## src/rtl/mem_port_arbiter_if.sv

```systemverilog
// mem_port_arbiter_if: bundles the fetch (imem), data (dmem) and downstream
// memory (mem) signal groups seen by mem_port_arbiter.
// master = arbiter view, slave = environment view (pipeline + memory model).
interface mem_port_arbiter_if;
  // fetch requester
  logic [31:0] imem_addr;
  logic [3:0]  imem_rmask;
  logic [31:0] imem_rdata;
  logic        imem_resp;
  // data requester
  logic [31:0] dmem_addr;
  logic [3:0]  dmem_rmask;
  logic [3:0]  dmem_wmask;
  logic [31:0] dmem_wdata;
  logic [31:0] dmem_rdata;
  logic        dmem_resp;
  // unified downstream port
  logic [31:0] mem_addr;
  logic [3:0]  mem_rmask;
  logic [3:0]  mem_wmask;
  logic [31:0] mem_wdata;
  logic        mem_resp;
  logic [31:0] mem_rdata;

  modport master (
    input  imem_addr, imem_rmask,
    output imem_rdata, imem_resp,
    input  dmem_addr, dmem_rmask, dmem_wmask, dmem_wdata,
    output dmem_rdata, dmem_resp,
    output mem_addr, mem_rmask, mem_wmask, mem_wdata,
    input  mem_resp, mem_rdata
  );

  modport slave (
    output imem_addr, imem_rmask,
    input  imem_rdata, imem_resp,
    output dmem_addr, dmem_rmask, dmem_wmask, dmem_wdata,
    input  dmem_rdata, dmem_resp,
    input  mem_addr, mem_rmask, mem_wmask, mem_wdata,
    output mem_resp, mem_rdata
  );
endinterface

```

## src/rtl/mem_port_arbiter.sv

```systemverilog
// mem_port_arbiter: shares one memory port between instruction fetch (imem)
// and data access (dmem). One pending slot per side, one outstanding
// downstream transaction, zero-latency response routing to the owner.
// Optional feature macro: MEM_ARB_ROUND_ROBIN_EN (round-robin tie breaking;
// when undefined dmem has fixed priority over imem).
module mem_port_arbiter (
  input  logic               clk,
  input  logic               rst,
  mem_port_arbiter_if.master bus
);

  typedef enum logic [1:0] {
    IDLE   = 2'd0,
    I_BUSY = 2'd1,
    D_BUSY = 2'd2
  } state_t;

  state_t state_reg, state_next;

  // pending slots
  logic        ipend_valid_reg, ipend_valid_next;
  logic [31:0] ipend_addr_reg,  ipend_addr_next;
  logic [3:0]  ipend_rmask_reg, ipend_rmask_next;

  logic        dpend_valid_reg, dpend_valid_next;
  logic [31:0] dpend_addr_reg,  dpend_addr_next;
  logic [3:0]  dpend_rmask_reg, dpend_rmask_next;
  logic [3:0]  dpend_wmask_reg, dpend_wmask_next;
  logic [31:0] dpend_wdata_reg, dpend_wdata_next;

  // downstream output registers
  logic [31:0] mem_addr_reg,  mem_addr_next;
  logic [3:0]  mem_rmask_reg, mem_rmask_next;
  logic [3:0]  mem_wmask_reg, mem_wmask_next;
  logic [31:0] mem_wdata_reg, mem_wdata_next;

  logic        i_req, d_req;
  logic        i_drop, d_drop;
  logic        i_acc, d_acc;
  logic        i_elig, d_elig;
  logic        grant_point;
  logic        grant_i, grant_d;
  logic        i_own, d_own;

  // candidate request per side: the slot if occupied, else this cycle's pulse
  logic [31:0] i_sel_addr;
  logic [3:0]  i_sel_rmask;
  logic [31:0] d_sel_addr;
  logic [3:0]  d_sel_rmask;
  logic [3:0]  d_sel_wmask;
  logic [31:0] d_sel_wdata;

  assign i_req = (bus.imem_rmask != 4'd0);
  assign d_req = ((bus.dmem_rmask | bus.dmem_wmask) != 4'd0);

  // A side can hold one transaction on the port plus one in its slot; a
  // further pulse while the slot is occupied has nowhere to go and is dropped.
  assign i_drop = i_req && ipend_valid_reg;
  assign d_drop = d_req && dpend_valid_reg;
  assign i_acc  = i_req && !ipend_valid_reg;
  assign d_acc  = d_req && !dpend_valid_reg;

  assign i_elig = ipend_valid_reg || i_acc;
  assign d_elig = dpend_valid_reg || d_acc;

  // the port is free to take a new transaction when idle or on the completing cycle
  assign grant_point = (state_reg == IDLE) || bus.mem_resp;

  assign i_sel_addr  = ipend_valid_reg ? ipend_addr_reg  : bus.imem_addr;
  assign i_sel_rmask = ipend_valid_reg ? ipend_rmask_reg : bus.imem_rmask;
  assign d_sel_addr  = dpend_valid_reg ? dpend_addr_reg  : bus.dmem_addr;
  assign d_sel_rmask = dpend_valid_reg ? dpend_rmask_reg : bus.dmem_rmask;
  assign d_sel_wmask = dpend_valid_reg ? dpend_wmask_reg : bus.dmem_wmask;
  assign d_sel_wdata = dpend_valid_reg ? dpend_wdata_reg : bus.dmem_wdata;

`ifdef MEM_ARB_ROUND_ROBIN_EN
  // 1 = dmem was granted last; reset value DMEM so imem wins the first tie
  logic last_d_reg, last_d_next;
  assign grant_d = d_elig && (!i_elig || !last_d_reg);
`else
  assign grant_d = d_elig;
`endif
  assign grant_i = i_elig && !grant_d;

  // next-state, slot and downstream-register logic
  always_comb begin
    state_next       = state_reg;
    ipend_valid_next = ipend_valid_reg;
    ipend_addr_next  = ipend_addr_reg;
    ipend_rmask_next = ipend_rmask_reg;
    dpend_valid_next = dpend_valid_reg;
    dpend_addr_next  = dpend_addr_reg;
    dpend_rmask_next = dpend_rmask_reg;
    dpend_wmask_next = dpend_wmask_reg;
    dpend_wdata_next = dpend_wdata_reg;
    mem_addr_next    = mem_addr_reg;
    mem_rmask_next   = mem_rmask_reg;
    mem_wmask_next   = mem_wmask_reg;
    mem_wdata_next   = mem_wdata_reg;
`ifdef MEM_ARB_ROUND_ROBIN_EN
    last_d_next      = last_d_reg;
`endif

    // park accepted pulses; a grant below may consume them on the same edge
    if (i_acc) begin
      ipend_valid_next = 1'b1;
      ipend_addr_next  = bus.imem_addr;
      ipend_rmask_next = bus.imem_rmask;
    end
    if (d_acc) begin
      dpend_valid_next = 1'b1;
      dpend_addr_next  = bus.dmem_addr;
      dpend_rmask_next = bus.dmem_rmask;
      dpend_wmask_next = bus.dmem_wmask;
      dpend_wdata_next = bus.dmem_wdata;
    end

    if (grant_point) begin
      if (grant_d) begin
        state_next       = D_BUSY;
        dpend_valid_next = 1'b0;
        mem_addr_next    = d_sel_addr & 32'hFFFF_FFFC;
        mem_wmask_next   = d_sel_wmask;
        // a request carrying both masks is a store; the read side is suppressed
        mem_rmask_next   = (d_sel_wmask != 4'd0) ? 4'd0 : d_sel_rmask;
        mem_wdata_next   = (d_sel_wmask != 4'd0) ? d_sel_wdata : 32'd0;
`ifdef MEM_ARB_ROUND_ROBIN_EN
        last_d_next      = 1'b1;
`endif
      end else if (grant_i) begin
        state_next       = I_BUSY;
        ipend_valid_next = 1'b0;
        mem_addr_next    = i_sel_addr & 32'hFFFF_FFFC;
        mem_rmask_next   = i_sel_rmask;
        mem_wmask_next   = 4'd0;
        mem_wdata_next   = 32'd0;
`ifdef MEM_ARB_ROUND_ROBIN_EN
        last_d_next      = 1'b0;
`endif
      end else begin
        state_next     = IDLE;
        mem_addr_next  = 32'd0;
        mem_rmask_next = 4'd0;
        mem_wmask_next = 4'd0;
        mem_wdata_next = 32'd0;
      end
    end
  end

  // state, slot and output registers; reset abandons anything in flight
  always_ff @(posedge clk or posedge rst) begin
    if (rst) begin
      state_reg       <= IDLE;
      ipend_valid_reg <= 1'b0;
      ipend_addr_reg  <= 32'd0;
      ipend_rmask_reg <= 4'd0;
      dpend_valid_reg <= 1'b0;
      dpend_addr_reg  <= 32'd0;
      dpend_rmask_reg <= 4'd0;
      dpend_wmask_reg <= 4'd0;
      dpend_wdata_reg <= 32'd0;
      mem_addr_reg    <= 32'd0;
      mem_rmask_reg   <= 4'd0;
      mem_wmask_reg   <= 4'd0;
      mem_wdata_reg   <= 32'd0;
    end else begin
      state_reg       <= state_next;
      ipend_valid_reg <= ipend_valid_next;
      ipend_addr_reg  <= ipend_addr_next;
      ipend_rmask_reg <= ipend_rmask_next;
      dpend_valid_reg <= dpend_valid_next;
      dpend_addr_reg  <= dpend_addr_next;
      dpend_rmask_reg <= dpend_rmask_next;
      dpend_wmask_reg <= dpend_wmask_next;
      dpend_wdata_reg <= dpend_wdata_next;
      mem_addr_reg    <= mem_addr_next;
      mem_rmask_reg   <= mem_rmask_next;
      mem_wmask_reg   <= mem_wmask_next;
      mem_wdata_reg   <= mem_wdata_next;
    end
  end

`ifdef MEM_ARB_ROUND_ROBIN_EN
  // round-robin pointer register
  always_ff @(posedge clk or posedge rst) begin
    if (rst) begin
      last_d_reg <= 1'b1;
    end else begin
      last_d_reg <= last_d_next;
    end
  end
`endif

  assign bus.mem_addr  = mem_addr_reg;
  assign bus.mem_rmask = mem_rmask_reg;
  assign bus.mem_wmask = mem_wmask_reg;
  assign bus.mem_wdata = mem_wdata_reg;

  // responses are routed combinationally to whichever side owns the port;
  // a completion seen while idle (e.g. after a reset) is not forwarded
  assign i_own = (state_reg == I_BUSY);
  assign d_own = (state_reg == D_BUSY);
  assign bus.imem_resp = i_own && bus.mem_resp;
  assign bus.dmem_resp = d_own && bus.mem_resp;

  for (genvar gi = 0; gi < 4; gi++) begin : g_lane
    assign bus.imem_rdata[8*gi +: 8] = i_own ? bus.mem_rdata[8*gi +: 8] : 8'h00;
    assign bus.dmem_rdata[8*gi +: 8] = d_own ? bus.mem_rdata[8*gi +: 8] : 8'h00;
  end

`ifndef SYNTHESIS
  // flag protocol violations: a pulse arriving while its side's slot is full
  always_ff @(posedge clk) begin
    assert (!i_drop) else $warning("mem_port_arbiter: imem request dropped, pending slot occupied");
    assert (!d_drop) else $warning("mem_port_arbiter: dmem request dropped, pending slot occupied");
  end
`endif

endmodule
```

## src/flat_wrapper.sv

```systemverilog
// flat-port wrapper written by rule: the top's interface ports become plain ports
module mem_port_arbiter_flat 
  (clk, rst, bus_imem_addr, bus_imem_rmask, bus_imem_rdata, bus_imem_resp, bus_dmem_addr, bus_dmem_rmask, bus_dmem_wmask, bus_dmem_wdata, bus_dmem_rdata, bus_dmem_resp, bus_mem_addr, bus_mem_rmask, bus_mem_wmask, bus_mem_wdata, bus_mem_resp, bus_mem_rdata);
  mem_port_arbiter_if bus_i ();
  input  logic clk;
  input  logic rst;
  input wire logic [$bits(bus_i.imem_addr)-1:0] bus_imem_addr;
  input wire logic [$bits(bus_i.imem_rmask)-1:0] bus_imem_rmask;
  output wire logic [$bits(bus_i.imem_rdata)-1:0] bus_imem_rdata;
  output wire logic [$bits(bus_i.imem_resp)-1:0] bus_imem_resp;
  input wire logic [$bits(bus_i.dmem_addr)-1:0] bus_dmem_addr;
  input wire logic [$bits(bus_i.dmem_rmask)-1:0] bus_dmem_rmask;
  input wire logic [$bits(bus_i.dmem_wmask)-1:0] bus_dmem_wmask;
  input wire logic [$bits(bus_i.dmem_wdata)-1:0] bus_dmem_wdata;
  output wire logic [$bits(bus_i.dmem_rdata)-1:0] bus_dmem_rdata;
  output wire logic [$bits(bus_i.dmem_resp)-1:0] bus_dmem_resp;
  output wire logic [$bits(bus_i.mem_addr)-1:0] bus_mem_addr;
  output wire logic [$bits(bus_i.mem_rmask)-1:0] bus_mem_rmask;
  output wire logic [$bits(bus_i.mem_wmask)-1:0] bus_mem_wmask;
  output wire logic [$bits(bus_i.mem_wdata)-1:0] bus_mem_wdata;
  input wire logic [$bits(bus_i.mem_resp)-1:0] bus_mem_resp;
  input wire logic [$bits(bus_i.mem_rdata)-1:0] bus_mem_rdata;
  assign bus_i.imem_addr = bus_imem_addr;
  assign bus_i.imem_rmask = bus_imem_rmask;
  assign bus_imem_rdata = bus_i.imem_rdata;
  assign bus_imem_resp = bus_i.imem_resp;
  assign bus_i.dmem_addr = bus_dmem_addr;
  assign bus_i.dmem_rmask = bus_dmem_rmask;
  assign bus_i.dmem_wmask = bus_dmem_wmask;
  assign bus_i.dmem_wdata = bus_dmem_wdata;
  assign bus_dmem_rdata = bus_i.dmem_rdata;
  assign bus_dmem_resp = bus_i.dmem_resp;
  assign bus_mem_addr = bus_i.mem_addr;
  assign bus_mem_rmask = bus_i.mem_rmask;
  assign bus_mem_wmask = bus_i.mem_wmask;
  assign bus_mem_wdata = bus_i.mem_wdata;
  assign bus_i.mem_resp = bus_mem_resp;
  assign bus_i.mem_rdata = bus_mem_rdata;
  mem_port_arbiter u_core (.clk(clk), .rst(rst), .bus(bus_i));
endmodule
```

## config.mk

```make
export PLATFORM = sky130hd
export DESIGN_NAME = mem_port_arbiter_flat
export DESIGN_NICKNAME = d
export VERILOG_FILES = /design/src/rtl/mem_port_arbiter_if.sv /design/src/rtl/mem_port_arbiter.sv /design/src/flat_wrapper.sv
export SDC_FILE = /design/constraint.sdc
export NUM_CORES = 1
export LEC_CHECK = 0
export ABC_CLOCK_PERIOD_IN_PS = 7810
export BUFFER_PORTS_ARGS = -buffer_cell sky130_fd_sc_hd__buf_2
export CORE_MARGIN = 4
export CORE_UTILIZATION = 30
export CTS_BUF_LIST = sky130_fd_sc_hd__clkbuf_16
export DETAILED_ROUTE_END_ITERATION = 8
export PLACE_DENSITY = 0.51
export RECOVER_POWER = 50
export SYNTH_ARGS = -nofsm -noshare
export SYNTH_HDL_FRONTEND = slang
export SYNTH_SLANG_ARGS = --single-unit
```

## constraint.sdc

```tcl
create_clock -name clk -period 7.81 [get_ports clk]
set_input_delay 1.562 -clock clk [delete_from_list [all_inputs] [get_ports clk]]
set_output_delay 1.562 -clock clk [all_outputs]
set_load 0.01 [all_outputs]
```

-- After elaboration in Yosys (flattened, before gate mapping)
Cells that the tools add are included.
- multiplexer cells: 31
- reduce and logical (&&, ||, !) cells: 15
- bitwise gates (word level): 1
- eq/ne operators: 2
- operators with widths (cell ; count):
    2-to-1 mux 32 bit ; 7
    2-to-1 mux 8 bit ; 8
    2-to-1 mux 4 bit ; 7
    nonzero test 4 bit ; 3
    2-to-1 mux 1 bit ; 8
    logical AND 1 bit ; 5
    OR 4 bit ; 1
    zero test 1 bit ; 3
    logical OR 1 bit ; 3
    equality test 2 x 1 -> 1 bit (second input constant) ; 1
    equality test 2 bit (second input constant) ; 1
    zero test 2 bit ; 1
    2-to-1 mux 2 bit ; 1
- register bits: 184
- output and inout bits: 138
- word-level logic and storage cells: 62
- bits of input ports: 143

-- Longest topological paths before layout
Gate-level depths: netlist (run 1).
- depth after elaboration: 9
- depth in mapped cells: 8
- gate-level depth less buffers: 4

-- Worst setup path before layout (run 1)
Ideal clock, no wire load.
- path type: input port to output port
- from: input port bus_mem_rdata[0]
- to: output port bus_dmem_rdata[0]
- required time: 6.248 ns
- cell stages on the path: 1
- path slack: 4.540 ns
- buffers on the path: 0
- arrival: 1.708 ns
- cells stage by stage: and2_1
- cells in the longest elaborated chain, start to end: 1
- ends and longest elaborated chain (item ; RTL line ; source):
    start, declared ; flat_wrapper.sv:22 ; input wire logic [$bits(bus_i.mem_rdata)-1:0] bus_mem_rdata;
    2-to-1 mux 8 bit ; mem_port_arbiter.sv:208 ; assign bus.dmem_rdata[8*gi +: 8] = d_own ? bus.mem_rdata[8*gi +: 8] : 8'h00;
    end, declared ; flat_wrapper.sv:15 ; output wire logic [$bits(bus_i.dmem_rdata)-1:0] bus_dmem_rdata;
No other way between the ends.

-- Worst setup path after layout (run 1)
- from: input port bus_mem_resp
- to: register u_core.mem_rmask_reg[2] (netlist: u_core.bus.mem_rmask[2])
- cells in the longest elaborated chain, start to end: 1
- ends and longest elaborated chain (item ; RTL line ; source):
    start, declared ; flat_wrapper.sv:21 ; input wire logic [$bits(bus_i.mem_resp)-1:0] bus_mem_resp;
    logical OR 1 bit ; mem_port_arbiter.sv:67 ; assign grant_point = (state_reg == IDLE) || bus.mem_resp;
    end signal, assigned ; mem_port_arbiter.sv:177 ; mem_rmask_reg <= mem_rmask_next;
    end, declared ; mem_port_arbiter.sv:33 ; logic [3:0] mem_rmask_reg, mem_rmask_next;
No other way between the ends.
A chain may end at the register's enable or synchronous reset.

==> results of run 1 <==
## metal layers
layer | GRT usage [%] | wire [um] | vias up
met5 | 0 | 68 | -
met4 | 3.96 | 310 | 8
met3 | 5.50 | 1750 | 25
met2 | 25.1 | 11100 | 173
met1 | 20.6 | 11000 | 3169
li1 | - | - | 3305
## synthesized netlist by cell type, types with 2 or more instances
library cell  instances  share of area (%)
nand2_1             254                 11
dfrtp_1             178                 53
and2_1               66                4.9
mux2_2               60                8.1
a21oi_1              46                2.8
nor2_1               40                1.8
o21ai_0              34                2.0
mux2i_1              32                3.8
clkbuf_1             28                1.3
buf_2                19                1.1
a221oi_2             16                2.9
a31oi_1              14                1.0
nor2b_1              13               0.97
a21o_1               12                1.1
buf_1                 6               0.27
buf_6                 5               0.67
o221ai_1              4               0.42
inv_1                 3               0.13
buf_4                 2               0.18
or2_2                 2               0.15
## metrics by stage
stage / util, % / power [mW] / instance area (um^2)
global route: 38.6 / 2.36 / 10500
finish: 38.6 / 2.23 / 10500
floorplan: - / 1.26 / 8350
CTS: 39.0 / 2.28 / 10600
detailed placement: 36.8 / 1.41 / 10000
global placement: 36.8 / 1.40 / 10000
## critical path, delay by kind of cell
family | cells | cell delay, ns
compound gates | 2 | 1.35
buf+inv | 1 | 0.23
simple gates | 1 | 2.02
## worst paths after layout
kind | endpoint | cells after the start | slack (ns)
hold / removal | u_core.dpend_wdata_reg[11]$_DFFE_PP0P_ | 2 | 0.48
min in group asynchronous | u_core.bus.mem_wdata[9]$_DFFE_PP0P_ | 2 | 1.34
hold reg to reg | u_core.dpend_wdata_reg[11]$_DFFE_PP0P_ | 2 | 0.48
setup reg to reg | u_core.bus.mem_rmask[2]$_DFFE_PP0P_ | 4 | 3.73
max in group asynchronous | u_core.bus.mem_addr[27]$_DFFE_PP0P_ | 3 | 3.18
setup / recovery | u_core.bus.mem_rmask[2]$_DFFE_PP0P_ | 4 | 2.95
## final cells by class
class / instances / area, um^2
Multi-Input combinational cell: 608 / 3610
Tap cell: 372 / 465
Timing Repair Buffer: 283 / 1340
Antenna cell: 3 / 7.51
Clock buffer: 17 / 425
Clock inverter: 15 / 165
Inverter: 3 / 18.8
Sequential cell: 178 / 4460
Fill cell: 2873 / 16700
## power groups by stage
stage / Sequential [mW] / Combinational, mW / Clock [mW]
after floorplan: 1.09 / 0.164 / 0
after global placement: 1.08 / 0.328 / 0
after detailed placement: 1.08 / 0.330 / 0
after CTS: 1.06 / 0.330 / 0.893
after global routing: 1.07 / 0.351 / 0.935
final: 1.06 / 0.309 / 0.860
## cells in the final DEF, fill, tap and decap left out, drive strengths merged, types with 2 or more instances in the layout
master	n
or4	2
inv	11
nor2b	13
o21ai	34
a21o	12
diode	3
buf	209
a31oi	14
clkinv	4
clkbuf	91
and2	66
a21oi	46
dfrtp	178
o221ai	4
clkinvlp	3
mux2i	32
conb	2
nor2	40
a221oi	16
or2	2
nor4	2
nand2	254
mux2	60
## logic make-up after synthesis
kind of cell,after synthesis,synth area share (%)
and+or+nand+nor,383,20.0
DFF,178,53.4
AOI/OAI and AO/OA,131,11.0
muxes,92,11.9
buffers and inverters,63,3.66
other,1,0.0449
==> out/results.tsv, run 1 <==
stage	metric	value	unit
clock_tree	clock_latency	0.42	ns
clock_tree	cts_tree	done	
routing	drc	0	
power_and_ir_drop	switchingPower	662	uW
die	dieWidth	175	um
timing	fin_ws	2.95	ns
timing	slew_violations	127	
clock_tree	clockRootBuffer	clkbuf_16	
die	chipHeight	175	um
worst_setup_path	required	8.12	ns
run_status	violations	max-capacitance violations, max-slew violations	
routing	avgViaCountPerCell	4.52	
placement	gp_congestion	0.745	
yosys	yosysUniqueCellTypes	34	
clock_tree	cts.sinks	178	
clock_tree	post_cts_resized	0	
clock_tree	cts_buffer_depth	2	
clock_tree	ctsHoldBuffers	0	
worst_setup_path	cpMaxStageDelayCell	or2_0	
yosys	synth-seq-cells	178	
worst_setup_path	r2r-start	u_core.state_reg[1]$_DFFE_PP0P_	
yosys	ys_seq_area_share	53.4	%
yosys	avgSynthCellArea	9.84	um^2
cells_and_area	final_nets	1234	
yosys	synthArstFlopShare	100	%
timing	setup_viol	0	
routing	num_vias	6680	
placement	port_buffers	274	
worst_setup_path	critPathArrivalTime	5.17	ns
placement	dp_cells	1444	
routing	final_antenna_net_count	0	
worst_setup_path	worstSetupStartpointType	input pin	
job	maxCapViolCount	3	
die	initial_core_util	30.7	%
worst_setup_path	slowest_delay	2.02	ns
min_path	min_from	u_core.dpend_wdata_reg[11]$_DFFE_PP0P_	
power_and_ir_drop	power_density	212	nW/um^2
worst_setup_path	crit_path_cell_trace	clkbuf_1 -> or2_0 -> o21ai_0 -> o221ai_1	
timing	fin_tns_setup	0	ns
worst_setup_path	worst_setup_path_end_kind	flip-flop	
global_routing	grt_pass1_wl	38700	um
global_routing	grt_max_degree	128	
global_routing	grt_pass1_vias	6872	
yosys	synth_warnings	0	
cells_and_area	area_delta_synth_final	25.7	%
cells_and_area	layout-drive-gt1-share	29.5	%
timing	hold_ws	0.476	ns
worst_setup_path	cp-startpoint	bus_mem_resp	
clock_tree	numCtsBuffers	17	
run_status	outcome	complete, but fails checks	
yosys	synth_edf_count	0	
timing	hold_viol_final	0	
power_and_ir_drop	switching_share	29.7	%
die	core_area	27200	um^2
yosys	synthFlopType	dfrtp_1	
yosys	synth_cells	848	
cells_and_area	fin_cells	1479	
die	ios	281	
routing	drt_iter0_markers	431	
routing	dr.pass1.iters	4	
die	fp-row-count	60	
clock_tree	htreeDepth	4	
power_and_ir_drop	ir_drop	0.000134	V
worst_setup_path	critPathMaxFanout	43	
yosys	netlist_area	8350	um^2
timing	final.period_utilization	62.3	%
timing	layout_min_cycle_time	4.86	ns
power_and_ir_drop	seqPwrFrac	47.6	%
power_and_ir_drop	clkPwrFrac	38.6	%
placement	hpwl	15700	um
timing	rsz0062_at_grt	false	
clock_tree	clk_transition_reported_paths	0.07	ns
global_routing	grt_usage	15.8	%
min_path	hold_path.class	reg -> reg	
global_routing	grt-ovfl-total	0	
timing	finClkSkew	0.0115	ns
timing	fmax	206	MHz
worst_setup_path	critPathKind	in -> reg	
power_and_ir_drop	p_int	1.57	mW
placement	preCtsSetupSlack	3.64	ns
power_and_ir_drop	p_comb_share	13.8	%
timing	max_slew_margin	-92.1	%
routing	wl	24300	um
power_and_ir_drop	p_leak	5.05	nW
clock_tree	postCtsSetupBuffers	0	
routing	routedWlPerCell	16.4	um
timing	worstMarginPinSlew	2.88	ns
global_routing	antenna_found_initial	6	
die	die-area	30600	um^2
(Power assumes the default switching activity.)
==> run 2, diff against run 1 <==
ABC_AREA = 1   (was default)
ABC_CLOCK_PERIOD_IN_PS = 3900   (was 7810)
PLACE_DENSITY = 0.52   (was 0.51)
clock period = 3.9 ns   (was 7.81 ns; I/O delays follow)
==> run 2 against run 1 <==
Compared with the run above: the flow still finishes with violations (max-capacitance violations, max-slew violations); critical path depth did not move; first-iteration DRC count rose by 11%; non-clock buffer count rose by 9; critical endpoint is now bus_dmem_rdata[6]; largest cell class unchanged.
==> out/results.tsv, run 2 <==
stage	metric	value	unit	change
clock_tree	htreeDepth	4		unchanged
cells_and_area	multi_input_area	3860	um^2	+6.8%
cells_and_area	area_delta_synth_final	23.9	%	
yosys	synthFlopType	dfrtp_1		
placement	gp_congestion	0.804		+8.0%
yosys	ys_seq_area_share	49.2	%	-4.1 points
yosys	synth_edf_count	0		unchanged
global_routing	grt_usage	17.3	%	+1.5 points
yosys	yosys.area_share.adder	0	%	unchanged
routing	avgViaCountPerCell	4.53		+0.28%
routing	met1_length	13200	um	+20%
cells_and_area	layout_commonest_cell	nand2_1		
worst_setup_path	worstSetupStartpointType	flip-flop		
timing	rsz0062_at_grt	false		
yosys	synth_cells	1279		+51%
yosys	yosysTopAreaCell	dfrtp_1		
clock_tree	cts.sinks	178		unchanged
die	dieWidth	182	um	+3.9%
yosys	synth_commonest_cells	nand2_1 (623), dfrtp_1 (178), o21ai_0 (150)		
global_routing	grt_pass1_wl	46200	um	+19%
worst_setup_path	r2r-end	u_core.bus.mem_addr[23]$_DFFE_PP0P_		
power_and_ir_drop	ir_drop	0.000237	V	+77%
timing	hold_ws	0.477	ns	+0.00110 ns
clock_tree	cts_buffer_depth	2		unchanged
die	core_area	29700	um^2	+9.4%
placement	hpwl	18900	um	+20%
run_status	outcome	complete, but fails checks		
routing	num_vias	8637		+29%
worst_setup_path	r2r_slack	1.19	ns	-2.54 ns
routing	dr.pass1.iters	6		+2
routing	highest_layer	met4		
yosys	yosysTopAreaCellShare	49.2	%	-4.1 points
yosys	synthArstFlopShare	100	%	unchanged
routing	drc	0		unchanged
worst_setup_path	worst_setup_path_end_kind	output port		
yosys	synth_warnings	0		unchanged
global_routing	grt_max_degree	79		-38%
cells_and_area	diodes	0		-3
worst_setup_path	critPathKind	reg -> out		
cells_and_area	seqCellArea	4460	um^2	unchanged
worst_setup_path	required	3.12	ns	-5.00 ns
die	initial_core_util	30.4	%	-0.27 points
timing	slew_violations	33		-74%
min_path	hold_path_depth	2		unchanged
clock_tree	cts_tree	done		
clock_tree	clock_latency	0.42	ns	about the same
min_path	hold_path_end	u_core.bus.mem_rmask[0]$_DFFE_PP0P_		
timing	worstMarginPinSlew	1.70	ns	-1.18 ns
yosys	synthTopCellsByArea	dfrtp_1 (49%), nand2_1 (26%), o21ai_0 (8.3%)		
clock_tree	post_cts_resized	0		unchanged
routing	routedWlPerCell	15.0	um	-8.6%
yosys	synth-simple-area-share	33.9	%	+14 points
power_and_ir_drop	p_leak	6.35	nW	+26%
timing	finClkSkew	0.0107	ns	-0.000817 ns
timing	final.period_utilization	74.4	%	
worst_setup_path	slowest_delay	0.58	ns	-1.44 ns
timing	hold_viol_final	0		unchanged
yosys	muxShareOfSynthArea	0	%	-12 points
yosys	synthXorXnorAreaFrac	0	%	unchanged
die	ios	281		unchanged
routing	final_antenna_net_count	0		unchanged
worst_setup_path	r2r-start	u_core.dpend_valid_reg$_DFF_PP0_		
routing	wl_met3	1570	um	-10%
min_path	min_from	u_core.bus.mem_rmask[0]$_DFFE_PP0P_		
power_and_ir_drop	power_density	438	nW/um^2	+110%
job	maxCapViolCount	1		-2
cells_and_area	layout-drive-gt1-share	18.6	%	-11 points
global_routing	antenna_found_initial	1		-5
timing	layout_min_cycle_time	2.90	ns	
timing	fmax	344	MHz	
yosys	synth-seq-cells	178		unchanged
die	chipHeight	182	um	+3.9%
global_routing	grt-ovfl-total	0		unchanged
clock_tree	clockRootBuffer	clkbuf_16		
timing	max_slew_margin	-13.8	%	+78 points
placement	port_buffers	274		unchanged
worst_setup_path	crit_path_cell_trace	inv_2 -> nand2_1 -> nor2_1 -> buf_2		
routing	wl	28600	um	+18%
yosys	synth_compound_area_share	8.59	%	-2.4 points
timing	setup_viol	0		unchanged
worst_setup_path	critPathArrivalTime	2.12	ns	-3.05 ns
worst_setup_path	rr_worst_depth	7		+3
yosys	yosysUniqueCellTypes	19		-44%
timing	fin_tns_setup	0	ns	unchanged
clock_tree	postCtsSetupBuffers	0		unchanged
run_status	violations	max-capacitance violations, max-slew violations		
yosys	post-synth-top-count-cell	nand2_1		
clock_tree	clk_transition_reported_paths	0.07	ns	about the same
yosys	synth_top_family_by_area	simple AND/OR/NAND/NOR gates		
clock_tree	ctsHoldBuffers	0		unchanged
cells_and_area	final_cell_mix	nand2_1 (623), buf_2 (221), dfrtp_1 (176)		
clock_tree	numCtsBuffers	17		unchanged
routing	drt_iter0_markers	477		+11%
worst_setup_path	critPathMaxFanout	33		-23%
worst_setup_path	path_buf_inv	2		+1
global_routing	grt_pass1_vias	8523		+24%
die	fp-row-count	63		+5.0%
cells_and_area	fill_cells	3224		+12%
worst_setup_path	cpMaxStageDelayCell	nand2_1		
worst_setup_path	path_delay_family	simple AND/OR/NAND/NOR gates		
yosys	avgSynthCellArea	7.07	um^2	-28%
die	die-area	33000	um^2	+8.0%
yosys	netlist_area	9050	um^2	+8.4%
routing	route.met2.wl	13500	um	+22%
cells_and_area	final_nets	1647		+33%
min_path	hold_path.class	reg -> reg		
## run 2: per-layer routing
layer  vias up  GRT usage [%]
met4         0           4.05
li1       4408              -
met5         -              0
met1      3963           22.9
met3        14           3.37
met2       252           29.4
## run 2: per-stage QoR
stage	utilization, %	setup WS, ns	total power, mW	instances	instance area (um^2)
2_1_floorplan	-	0.839	2.81	1280	9050
3_3_place_gp	35.9	1.10	3.20	1875	10700
3_5_place_dp	35.9	1.10	3.22	1875	10700
4_1_cts	37.9	0.932	5.02	1907	11300
5_1_grt	37.7	0.745	5.24	1907	11200
6_report	37.7	0.997	4.90	1907	11200
## run 2: report_power, final
part | switching [mW] | internal [mW] | total [mW]
clock network | 0.762 | 1.01 | 1.77
registers | 0.129 | 2.08 | 2.20
logic | 0.606 | 0.327 | 0.932
total | 1.50 | 3.41 | 4.90
## run 2: kinds of logic after synthesis
logic type	after synthesis
AO/OA/AOI/OAI	153
other	1
flip-flops	178
AND/OR/NAND/NOR	773
buffers and inverters	174
## run 2: worst max path at each step
stage / from / endpoint / slack, ns / cells past startpoint
final: u_core.state_reg[0]$_DFFE_PP0P_ / bus_dmem_rdata[6] / 1.0 / 4
after detailed placement: bus_dmem_wmask[1] / u_core.bus.mem_addr[18]$_DFFE_PP0P_ / 1.10 / 11
after floorplan: rst / u_core.bus.mem_addr[10]$_DFFE_PP0P_ / 0.84 / 1
after global placement: bus_dmem_wmask[1] / u_core.bus.mem_addr[27]$_DFFE_PP0P_ / 1.10 / 11
after global routing: u_core.state_reg[0]$_DFFE_PP0P_ / bus_dmem_rdata[6] / 0.74 / 4
after CTS: u_core.state_reg[0]$_DFFE_PP0P_ / bus_dmem_rdata[23] / 0.93 / 4
## run 2: area by class of cell
class / count / area share, %
inverters: 87 / 2.95
multi-input cells: 928 / 34.4
clock buffers: 17 / 3.80
repair buffers: 292 / 13.2
clock inverters: 15 / 1.51
well taps: 390 / 4.35
flip-flops and latches: 178 / 39.8
## run 2: worst min-delay path, cell delays in order, from the launching register on
cell and delay, ns:
dfrtp_1 0.34, nand2_1 0.05, nand2_1 0.05
